File: src/rtl/mux_sel_pkg.sv
// Shared constants and state type for the mux select sequencer.
// The PARITY state exists only when MUX_SEL_PARITY_EN is defined.
package mux_sel_pkg;

    localparam int WORD_W = 32;
    localparam int SEL_W  = 5;
    localparam int CNT_W  = 4;

    typedef enum logic [1:0] {
        ST_IDLE   = 2'd0,
        ST_SETTLE = 2'd1,
        ST_SEND   = 2'd2
`ifdef MUX_SEL_PARITY_EN
        , ST_PARITY = 2'd3
`endif
    } state_t;

endpackage

File: src/rtl/mux_sel_settle_cnt.sv
// Settle-delay down counter: loadable, decrements while enabled, flags zero.
module mux_sel_settle_cnt
    import mux_sel_pkg::*;
(
    input  logic             clk,
    input  logic             rst_n,
    input  logic             load,
    input  logic [CNT_W-1:0] load_val,
    input  logic             dec,
    output logic             cnt_zero
);

    logic [CNT_W-1:0] cnt;

    always_ff @(posedge clk or negedge rst_n) begin
        if (!rst_n) begin
            cnt <= '0;
        end else if (load) begin
            cnt <= load_val;
        end else if (dec && (cnt != '0)) begin
            cnt <= cnt - 1'b1;
        end
    end

    assign cnt_zero = (cnt == '0);

endmodule

File: src/rtl/mux_sel_sequencer.sv
// Walks an external 32:1 select tree LSB first and streams each bit over a
// valid/ready link. Define MUX_SEL_PARITY_EN to append an even-parity bit.
module mux_sel_sequencer
    import mux_sel_pkg::*;
#(
    parameter int SETTLE_CYC = 1
) (
    input  logic              clk,
    input  logic              rst_n,
    input  logic              load_valid,
    output logic              load_ready,
    input  logic [WORD_W-1:0] load_data,
    output logic [WORD_W-1:0] word_q,
    output logic [SEL_W-1:0]  sel,
    input  logic              mux_out,
    output logic              ser_data,
    output logic              ser_valid,
    input  logic              ser_ready,
    output logic              busy,
    output logic              done
);

    localparam logic [CNT_W-1:0] SETTLE_V = CNT_W'(SETTLE_CYC);
    localparam logic [SEL_W-1:0] SEL_LAST = SEL_W'(WORD_W - 1);

    state_t           state;
    logic             load_acc;
    logic             accept;
    logic             last_bit;
    logic             cnt_load;
    logic             cnt_dec;
    logic             cnt_zero;
    logic [CNT_W-1:0] cnt_val;

    assign load_acc = load_valid && load_ready;
    assign accept   = ser_valid && ser_ready;
    assign last_bit = (sel == SEL_LAST);

    // A load settles for SETTLE_CYC+1 cycles; later bits for SETTLE_CYC cycles.
    assign cnt_load = load_acc ||
                      (accept && (state == ST_SEND) && !last_bit && (SETTLE_CYC != 0));
    assign cnt_val  = load_acc ? SETTLE_V : (SETTLE_V - 1'b1);
    assign cnt_dec  = (state == ST_SETTLE);

    mux_sel_settle_cnt u_settle_cnt (
        .clk      (clk),
        .rst_n    (rst_n),
        .load     (cnt_load),
        .load_val (cnt_val),
        .dec      (cnt_dec),
        .cnt_zero (cnt_zero)
    );

`ifdef MUX_SEL_PARITY_EN
    logic parity_q;

    always_ff @(posedge clk or negedge rst_n) begin
        if (!rst_n) begin
            parity_q <= 1'b0;
        end else if (load_acc) begin
            parity_q <= ^load_data;
        end
    end

    assign ser_data = ser_valid && ((state == ST_PARITY) ? parity_q : mux_out);
`else
    assign ser_data = ser_valid && mux_out;
`endif

    always_ff @(posedge clk or negedge rst_n) begin
        if (!rst_n) begin
            state      <= ST_IDLE;
            word_q     <= '0;
            sel        <= '0;
            ser_valid  <= 1'b0;
            busy       <= 1'b0;
            done       <= 1'b0;
            load_ready <= 1'b0;
        end else begin
            done <= 1'b0;
            case (state)
                ST_IDLE: begin
                    load_ready <= 1'b1;
                    if (load_acc) begin
                        word_q     <= load_data;
                        sel        <= '0;
                        state      <= ST_SETTLE;
                        busy       <= 1'b1;
                        load_ready <= 1'b0;
                    end
                end
                ST_SETTLE: begin
                    if (cnt_zero) begin
                        state     <= ST_SEND;
                        ser_valid <= 1'b1;
                    end
                end
                ST_SEND: begin
                    if (ser_ready) begin
                        if (!last_bit) begin
                            sel <= sel + 1'b1;
                            if (SETTLE_CYC != 0) begin
                                state     <= ST_SETTLE;
                                ser_valid <= 1'b0;
                            end
                        end else begin
`ifdef MUX_SEL_PARITY_EN
                            state <= ST_PARITY;
`else
                            state      <= ST_IDLE;
                            ser_valid  <= 1'b0;
                            busy       <= 1'b0;
                            load_ready <= 1'b1;
                            done       <= 1'b1;
`endif
                        end
                    end
                end
`ifdef MUX_SEL_PARITY_EN
                ST_PARITY: begin
                    if (ser_ready) begin
                        state      <= ST_IDLE;
                        ser_valid  <= 1'b0;
                        busy       <= 1'b0;
                        load_ready <= 1'b1;
                        done       <= 1'b1;
                    end
                end
`endif
                default: begin
                    state <= ST_IDLE;
                end
            endcase
        end
    end

endmodule

File: config.mk
export PLATFORM = sky130hd
export DESIGN_NAME = mux_sel_sequencer
export DESIGN_NICKNAME = d
export VERILOG_FILES = /design/src/rtl/mux_sel_pkg.sv /design/src/rtl/mux_sel_settle_cnt.sv /design/src/rtl/mux_sel_sequencer.sv
export SDC_FILE = /design/constraint.sdc
export NUM_CORES = 1
export LEC_CHECK = 0
export ABC_AREA = 1
export CAP_MARGIN = 30
export CORE_MARGIN = 10
export CORE_UTILIZATION = 40
export DETAILED_ROUTE_END_ITERATION = 8
export PLACE_DENSITY = 0.71
export RECOVER_POWER = 50
export SLEW_MARGIN = 20
export SYNTH_ARGS = -nofsm -noshare
export SYNTH_HDL_FRONTEND = slang
export SYNTH_SLANG_ARGS = --single-unit
File: constraint.sdc
create_clock -name clk -period 1.9 [get_ports clk]
set_input_delay 0.38 -clock clk [delete_from_list [all_inputs] [get_ports clk]]
set_output_delay 0.38 -clock clk [all_outputs]
set_load 0.01 [all_outputs]
# [Word-level counts from Yosys, hierarchy flattened]
# Index checks and enable logic that the tools add are counted.
[totals] in_bits=37 elab_cells=64 register_bits=47
[classes] n_mux=26 n_reduce_logical=20 eq_ne=8 n_addsub=2
[op_table] op="two-way mux 5 bit" count=3
[op_table] op="two-way mux 1 bit" count=13
[op_table] op="!= test 2 bit (second input constant)" count=5
[op_table] op="case mux 5 bit (2 select lines)" count=1
[op_table] op="AND reduction 3 bit" count=3
[op_table] op="two-way mux 4 bit" count=2
[op_table] op="AND reduction 4 bit" count=2
[op_table] op="logical AND 1 bit" count=6
[op_table] op="two-way mux 2 bit" count=3
[op_table] op="case mux 1 bit (2 select lines)" count=3
[op_table] op="case mux 2 bit (3 select lines)" count=1
[op_table] op="nonzero test 2 bit" count=3
[op_table] op="adder 5 x 1 -> 5 bit (second input constant)" count=1
[op_table] op="== test 5 bit (second input constant)" count=1
[op_table] op="zero test 4 bit" count=1
[op_table] op="nonzero test 4 bit" count=1
[op_table] op="subtractor 4 x 1 -> 4 bit (second input constant)" count=1
[op_table] op="== test 2 x 1 -> 1 bit (second input constant)" count=1
[op_table] op="== test 2 bit (second input constant)" count=1
[op_table] op="zero test 2 bit" count=1
[op_table] op="AND reduction 2 bit" count=1
[op_table] op="zero test 1 bit" count=1
[op_table] op="logical OR 1 bit" count=1

# [Longest topological paths before layout]
# Gate-level depths: netlist of run 1.
[logic_depth] depth_word=5 depth_mapped=10 depth_no_buf=10

# [By module]
# From an unflattened synthesis of run 1, not the netlist that was laid out.
[hier_totals] hier_cells=265 hier_area_um2=2163.3
[by_module_without_submodules] mod="mux_sel_sequencer" area_each_um2=1868.0 cells_each=219 seq_area_each_um2=1076.0 instances=1
[by_module_without_submodules] mod="mux_sel_settle_cnt" area_each_um2=295.3 cells_each=46 seq_area_each_um2=100.1 instances=1

# [Least setup slack after synthesis of run 1]
# No wires, ideal clock.
[synth_timing] kind="register to register" start="register sel[0]" end="register u_settle_cnt.cnt[1]" t_required_ns=1.834 setup_ns=0.066 arrival_ns=1.496 path_slack_ns=0.338 period_less_slack_ns=1.562 stages_incl_launch_ff=11 cell_sequence="dfrtp_1 > ha_1 > nand2_1 > nor2_1 > ha_1 > inv_1 > nand2_1 > nor2_1 > nor2_1 > nand3_1 > nand2_1"
[synth_between] elab_chain_cells=5
[synth_lines] element="from (decl)" line_no="mux_sel_sequencer.sv:14" text="output logic [SEL_W-1:0] sel,"
[synth_lines] element="from (signal assigned)" line_no="mux_sel_sequencer.sv:101" text="sel <= sel + 1'b1;"
[synth_lines] element="== test 5 bit *" line_no="mux_sel_sequencer.sv:37" text="assign last_bit = (sel == SEL_LAST);"
[synth_lines] element="zero test 1 bit *"
[synth_lines] element="logical AND 1 bit *" line_no="mux_sel_sequencer.sv:41" text="(accept && (state == ST_SEND) && !last_bit && (SETTLE_CYC != 0));"
[synth_lines] element="logical OR 1 bit *" line_no="mux_sel_sequencer.sv:40" text="assign cnt_load = load_acc ||"
[synth_lines] element="two-way mux 4 bit or nonzero test 2 bit (tied branches)"
[synth_lines] element="to (signal assigned)" line_no="mux_sel_settle_cnt.sv:19" text="cnt <= load_val;"
[synth_lines] element="to (signal assigned)" line_no="mux_sel_settle_cnt.sv:21" text="cnt <= cnt - 1'b1;"
[synth_lines] element="to (decl)" line_no="mux_sel_settle_cnt.sv:13" text="logic [CNT_W-1:0] cnt;"
# Mark *: on every way between the ends. The rest lies on a longest branch, timed or not.
# A chain may end at the register's enable or synchronous reset.

# [Worst setup path in the final report of run 1]
[layout_timing] start="input mux_out" end="output ser_data"
[layout_between] elab_chain_cells=1
[layout_lines] element="from (decl)" line_no="mux_sel_sequencer.sv:15" text="input logic mux_out,"
[layout_lines] element="logical AND 1 bit" line_no="mux_sel_sequencer.sv:67" text="assign ser_data = ser_valid && mux_out;"
[layout_lines] element="to (decl)" line_no="mux_sel_sequencer.sv:16" text="output logic ser_data,"
# Every way passes these cells.

==> results of run 1 <==
==> worst max-delay path by stage <==
stage / from / to / cells past startpoint
floorplan: sel[0] / u_settle_cnt.cnt[1] / 10
global placement: mux_out / ser_data / 4
detailed placement: mux_out / ser_data / 4
CTS: mux_out / ser_data / 4
global route: mux_out / ser_data / 4
finish: mux_out / ser_data / 4
==> per-layer routing <==
layer	global-route usage	up-vias	wire length (um)
li1	-	933	-
met3	0.05844	10	442
met5	0	-	0
met1	0.1515	829	2220
met4	0.05222	0	96
met2	0.1963	57	2500
==> power by group through the flow <==
stage | Clock (W) | Combinational (W) | Sequential, W
floorplan | 0 | 0.000852 | 0.00182
global placement | 0 | 0.00207 | 0.00166
detailed placement | 0 | 0.00211 | 0.00167
CTS | 0.000721 | 0.00211 | 0.00166
global route | 0.000765 | 0.00230 | 0.00172
finish | 0.000692 | 0.00205 | 0.00166
==> metrics by stage <==
stage	instances	utilization	hold slack, ns	instance area, sq um	setup slack (ns)
floorplan	251	-	0.08441	2034	0.3380
global placement	397	0.6081	0.3865	2929	0.05910
detailed placement	397	0.6081	0.3903	2929	0.05092
CTS	404	0.6294	0.06038	3032	0.04659
global route	404	0.6273	0.4608	3022	0.01760
finish	404	0.6273	0.3449	3022	0.06214
==> kinds of logic (layout without fill, tap and decap cells) <==
logic type,after synthesis,after routing,share of synthesized area
flip-flops,47,47,0.5781
AND/OR/NAND/NOR,163,163,0.3143
adder cells (fa/ha/maj),5,5,0.03075
buffers and inverters,28,114,0.05535
XOR/XNOR,1,1,0.004306
AO/OA/AOI/OAI,7,7,0.01722
==> final cells by class <==
type,instances,area (sq um)
clock buffer,6,72.57
tap,67,83.83
timing repair buffer,85,830.8
inverter,22,82.58
fill,455,1795
multi-input combinational,176,745.7
sequential,47,1176
clock inverter,1,30.03
==> placed cells by master (no fill, tap or decap), drive strengths merged <==
cell type / n
dlygate4sd3: 1
dfrtp: 47
nand3: 13
o21ai: 5
nor3b: 1
inv: 22
nor2: 12
nand2: 135
buf: 4
clkdlybuf4s50: 76
nand4: 2
ha: 5
xor2: 1
bufinv: 1
clkbuf: 10
a21oi: 2
==> cells in the mapped netlist, drive strengths merged <==
| cell | number |
|---|---|
| dfrtp | 47 |
| buf | 6 |
| a21oi | 2 |
| nand3 | 13 |
| o21ai | 5 |
| ha | 5 |
| nand4 | 2 |
| nor2 | 12 |
| xor2 | 1 |
| nor3b | 1 |
| nand2 | 135 |
| inv | 22 |
==> sequential cells by signal, indices dropped and copies added, names as in the netlist <==
name              cells
busy                  1
ser_valid             1
sel                   5
word_q               32
state                 2
u_settle_cnt.cnt      4
done                  1
load_ready            1
==> repair_timing <==
action	in CTS	in global routing
resized for setup	0	1
endpoints found under the setup margin	0	3
endpoints found under the hold margin	0	0
hold buffers	0	0
==> parameters.txt, run 1 <==
Parameter                              Value

Outcome
  Run status ... complete, no violations

CTS
  CTS root buffer ... sky130_fd_sc_hd__clkbuf_8
  Deepest clock path buffer count ... 2
  Buffer count from post-CTS setup fixing ... 0
  # clock sinks ... 47
  Clock tree from TritonCTS ... built
  Clock transition time at the flip-flop clock pins of the worst setup and hold paths ... 0.08 ns
  Clock network latency to the later pin of the worst-skew pair ... around 0.29 ns
  Total clock buffers created by CTS ... 5
  CTS H-Tree Depth ... 2

Critical path
  Number of buffer and inverter stages on the critical path ... 3
  Data arrival time of the critical path ... between 1 and 1.5 ns
  Element type at the critical path start ... primary input
  Required @ worst endpoint ... ~1.5 ns
  Critical path cell sequence ... clkdlybuf4s50_1 > nand2_1 > inv_1 > clkdlybuf4s50_1
  RR Endpoint ... sel[3]
  Critical-path cell with the highest stage delay ... sky130_fd_sc_hd__clkdlybuf4s50_1
  Critical Path End Type ... output port
  Startpoint of the worst-slack reg-to-reg timing path ... sel[1]
  Critical path's largest stage delay ... 0.53 ns
  Worst reg2reg path depth ... 10
  Type of the setup path with the least slack ... in2out
  Cell family with most CP delay ... buffers and inverters
  Crit path top cell by count ... sky130_fd_sc_hd__clkdlybuf4s50_1
  FF-to-FF setup slack ... ~0.26 ns
  Critical path fanouts, max ... 1

Global routing
  Wire length of the first global-routing pass ... 8769 um
  Total track usage ... 0.1277
  Pin count of the biggest net entering global routing ... 26
  Total gr overflow ... 0
  Vias in the first global route ... between 1500 and 2000
  Number of antenna violations at the first check in global routing ... 0

Power and ir drop
  Total power consumption of the routed design ... 0.004398 W
  Share of power burned in registers ... 0.377
  Clock share of power ... 0.157
  Power density normalized to cell area ... roughly 1500 nW/um^2
  Pint ... around 0.0028 W
  Combinational share of power ... 0.466
  Switching power share of the total ... 0.3627
  Peak VDD IR ... around 800 uV
  P_sw ... 0.001595 W
  P_leak ... approximately 1.6 nW

Die
  Die height ... slightly above 90 um
  Placeable Area ... 4817 sq um
  Die boundary width ... slightly above 90 um
  Initial core utilization ... 0.4223
  Number of top-level design ports ... between 70 and 80
  Area enclosed by the die boundary ... roughly 8300 sq um
  Std-Cell Rows ... 25

Timing
  Timing-limited maximum frequency ... roughly 0.54 GHz
  Final TNS setup ... 0 ns
  Final critical-path required period ... 1.838 ns
  Tightest Pin Transition ... 1.286 ns
  Worst Skew ... approximately 0.0033 ns
  Share of the clock period used by the worst path ... 0.9673
  Number of failing setup endpoints in the final timing report ... 0
  Final hold violation count ... 0
  Number of slew-limit violations in the final report ... 0
  Setup repair after global routing missed its margin ... no
  Slew margin rel. ... 0.1426

Synth
  Post-synthesis register bit count ... 47
  Post-Synthesis Cells ... about 250
  Post-synthesis cell type with the largest combined area ... sky130_fd_sc_hd__dfrtp_1
  Cell types with the largest area share after synthesis ... sky130_fd_sc_hd__dfrtp_1 58%, sky130_fd_sc_hd__nand2_1 25%, sky130_fd_sc_hd__inv_1 3.9%
  Sequential area share after synthesis ... 0.5781
  Cell area after synthesis ... 2034 sq um
  Synth Area per Inst ... a little over 8 sq um
  Unique cell type count in the Yosys netlist ... 15
  Area share of the largest cell type after synthesis ... 0.5781
  Syn Nets ... 293
  Count of warnings emitted by yosys ... 0

Routing
  Via/cell ratio ... between 4 and 5
  DRT iter0 DRCs ... 53
  First-pass iteration count of the detailed router ... 5
  Routed len/inst ... around 13 um
  Via count ... between 1500 and 2000
  Residual antenna-violating net count after detailed routing ... 0
  Final routed wirelength across all metal layers ... about 5300 um
  Residual DRC count ... 0

Final layout
  Area delta synth->final ... 48.52%
  Share of post-route cells with drive strength above 1 ... 0.03858
  Number of nets in the layout ... between 300 and 400
  Number of diodes ... 0

Place
  Total of buffers placed on input and output ports ... between 70 and 80
  Final weighted congestion of routability-driven global placement ... 0.8580
  Post-DP HPWL ... 4052 um

Run
  Number of max-capacitance violations reported ... 0

Min path
  Worst hold path type ... in2async
Note: power is estimated with default switching activity, not from simulation.
==> run 2, diff against run 1 <==
Settings changed: GPL_ROUTABILITY_DRIVEN set to 0.
==> results of run 2 <==
Final layout, timing and power as in run 1 (identical DEF).
==> run 3, diff against run 2 <==
Settings changed: SETUP_SLACK_MARGIN set to 0.15, SKIP_LAST_GASP set to 1.
==> parameters.txt, run 3 (synthesized netlist as in run 1, its figures left out) <==
Parameter                              Value

Critical path
  Startpoint of the worst-slack reg-to-reg timing path ... sel[1]
  Critical-path cell with the highest stage delay ... sky130_fd_sc_hd__clkdlybuf4s50_1
  Critical path cell sequence ... clkdlybuf4s50_1
  Critical path fanouts, max ... 4
  Critical Path End Type ... output port
  Data arrival time of the critical path ... roughly 1.3 ns
  RR Endpoint ... sel[3]
  Element type at the critical path start ... flip-flop
  Type of the setup path with the least slack ... reg2out
  Worst reg2reg path depth ... 10
  Cell family with most CP delay ... buffers and inverters
  FF-to-FF setup slack ... 0.29 ns
  Critical path's largest stage delay ... a little under 0.6 ns
  Required @ worst endpoint ... between 1.5 and 2 ns
  Worst setup path start ... sel[4]
  Number of buffer and inverter stages on the critical path ... 1

Routing
  Routed len/inst ... roughly 13 um
  Residual DRC count ... 0
  First-pass iteration count of the detailed router ... 4
  Residual antenna-violating net count after detailed routing ... 0
  Via count ... 1861
  Final routed wirelength across all metal layers ... 5437 um
  DRT iter0 DRCs ... between 60 and 70
  Via/cell ratio ... about 4.6

CTS
  Clock tree from TritonCTS ... built
  Clock network latency to the later pin of the worst-skew pair ... 0.29 ns
  Deepest clock path buffer count ... 2
  CTS root buffer ... sky130_fd_sc_hd__clkbuf_8
  Number of hold buffers added after cts ... 0
  Clock transition time at the flip-flop clock pins of the worst setup and hold paths ... around 0.080 ns
  CTS H-Tree Depth ... 2
  # clock sinks ... 47
  Total clock buffers created by CTS ... 5

Global routing
  Total gr overflow ... 0
  Wire length of the first global-routing pass ... between 8000 and 9000 um
  Pin count of the biggest net entering global routing ... 26
  Total track usage ... 0.1277
  Vias in the first global route ... ~1800
  Number of antenna violations at the first check in global routing ... 0

Final layout
  Most common cell after layout, fill and taps aside ... sky130_fd_sc_hd__nand2_1
  Core occupancy in the finished layout ... 0.6374
  Number of flip-flops under the largest register name ... 32
  Register with the most flip-flops ... word_q
  Most frequent cells in the layout ... 134 x sky130_fd_sc_hd__nand2_1, 74 x sky130_fd_sc_hd__clkdlybuf4s50_1, 46 x sky130_fd_sc_hd__dfrtp_1
  Share of post-route cells with drive strength above 1 ... 0.07059
  Number of nets in the layout ... 382
  Biggest regs ... word_q (32), sel (5), u_settle_cnt.cnt (4)
  Area delta synth->final ... 50.92%
  Number of diodes ... 0
  Non-filler instance count after layout ... just over 400

Timing
  Number of failing setup endpoints in the final timing report ... 0
  Least setup slack across all paths after layout ... ~0.23 ns
  Timing-limited maximum frequency ... approximately 0.60 GHz
  Final TNS setup ... 0 ns
  Setup repair after global routing missed its margin ... no
  Final hold violation count ... 0
  Number of slew-limit violations in the final report ... 0
  Tightest Pin Transition ... 1.282 ns
  Share of the clock period used by the worst path ... 0.8776
  Final critical-path required period ... ~1.7 ns
  Slew margin rel. ... 0.1450
  Worst Skew ... 0.001774 ns

Place
  Number of placed cells counting well taps ... about 400
  Worst slack, placed ... roughly 0.051 ns
  Post-DP HPWL ... 4052 um
  Total of buffers placed on input and output ports ... 78

Power and ir drop
  Peak VDD IR ... 784.7 uV
  Switching power share of the total ... 0.3674
  Total power consumption of the routed design ... 0.004444 W
  Pint ... 0.002811 W
  P_sw ... ~0.0016 W
  Power density normalized to cell area ... 1447 nW/um^2
  Clock share of power ... 0.157
  Combinational share of power ... 0.470
  P_leak ... around 1.6 nW
  Share of power burned in registers ... 0.374

Die
  Std-Cell Rows ... 25
  Die boundary width ... 91.32 um
  Number of top-level design ports ... between 70 and 80
  Placeable Area ... approximately 4800 sq um
  Die height ... just over 90 um
  Area enclosed by the die boundary ... approximately 8300 sq um
  Initial core utilization ... 0.4223

Min path
  Worst hold path type ... in2async

Outcome
  Run status ... complete, no violations

Run
  Number of max-capacitance violations reported ... 0
-- run 3: cell types whose count changed in the layout (fill, tap and decap cells not counted), moves of 2 or more --
cell,change
sky130_fd_sc_hd__ha_1,-2
sky130_fd_sc_hd__ha_2,+2
sky130_fd_sc_hd__buf_4,+3
sky130_fd_sc_hd__nor2_1,-2
sky130_fd_sc_hd__clkdlybuf4s50_1,-2
-- run 3: timing repair --
item | 4_1_cts | 5_1_grt
gates cloned | 0 | 0
buffers inserted | 0 | 3
setup endpoints to repair | 1 | 10
pin swaps | 0 | 6
resized for setup | 1 | 12
-- run 3: power by group through the flow --
stage | Combinational, W | Sequential (W) | Clock (W)
6_report | 0.00209 | 0.00166 | 0.000696
3_5_place_dp | 0.00211 | 0.00167 | 0
2_1_floorplan | 0.000852 | 0.00182 | 0
5_1_grt | 0.00235 | 0.00172 | 0.000765
3_3_place_gp | 0.00207 | 0.00166 | 0
4_1_cts | 0.00211 | 0.00166 | 0.000721
-- run 3: per-stage QoR --
| step | hold WS, ns | cell area, sq um |
|---|---|---|
| CTS | 0.06038 | 3030 |
| floorplan | 0.08441 | 2034 |
| finish | 0.3429 | 3070 |
| global placement | 0.3865 | 2929 |
| global route | 0.4608 | 3070 |
| detailed placement | 0.3903 | 2929 |
-- run 3: worst max path at each step --
stage,endpoint,slack [ns],cells after the start
floorplan,u_settle_cnt.cnt[1],0.34,10
global placement,ser_data,0.06,4
detailed placement,ser_data,0.05,4
CTS,sel[0],0.18,2
global route,sel[3],0.1,10
finish,sel[4],0.23,1
-- run 3: cell type report --
| type | instances | area [sq um] |
|---|---|---|
| Sequential cell | 47 | 1177 |
| Multi-Input combinational cell | 176 | 772.0 |
| Timing Repair Buffer | 88 | 852.1 |
| Inverter | 22 | 82.58 |
| Tap cell | 67 | 83.83 |
| Clock buffer | 6 | 72.57 |
| Clock inverter | 1 | 30.03 |
| Fill cell | 448 | 1747 |
-- run 3: layer usage --
layer | vias to the layer above | wire length, um | GRT usage
met3 | 12 | 467 | 0.05844
met2 | 65 | 2631 | 0.1963
met1 | 846 | 2234 | 0.1515
met4 | 0 | 104 | 0.05222
li1 | 938 | - | -
met5 | - | 0 | 0
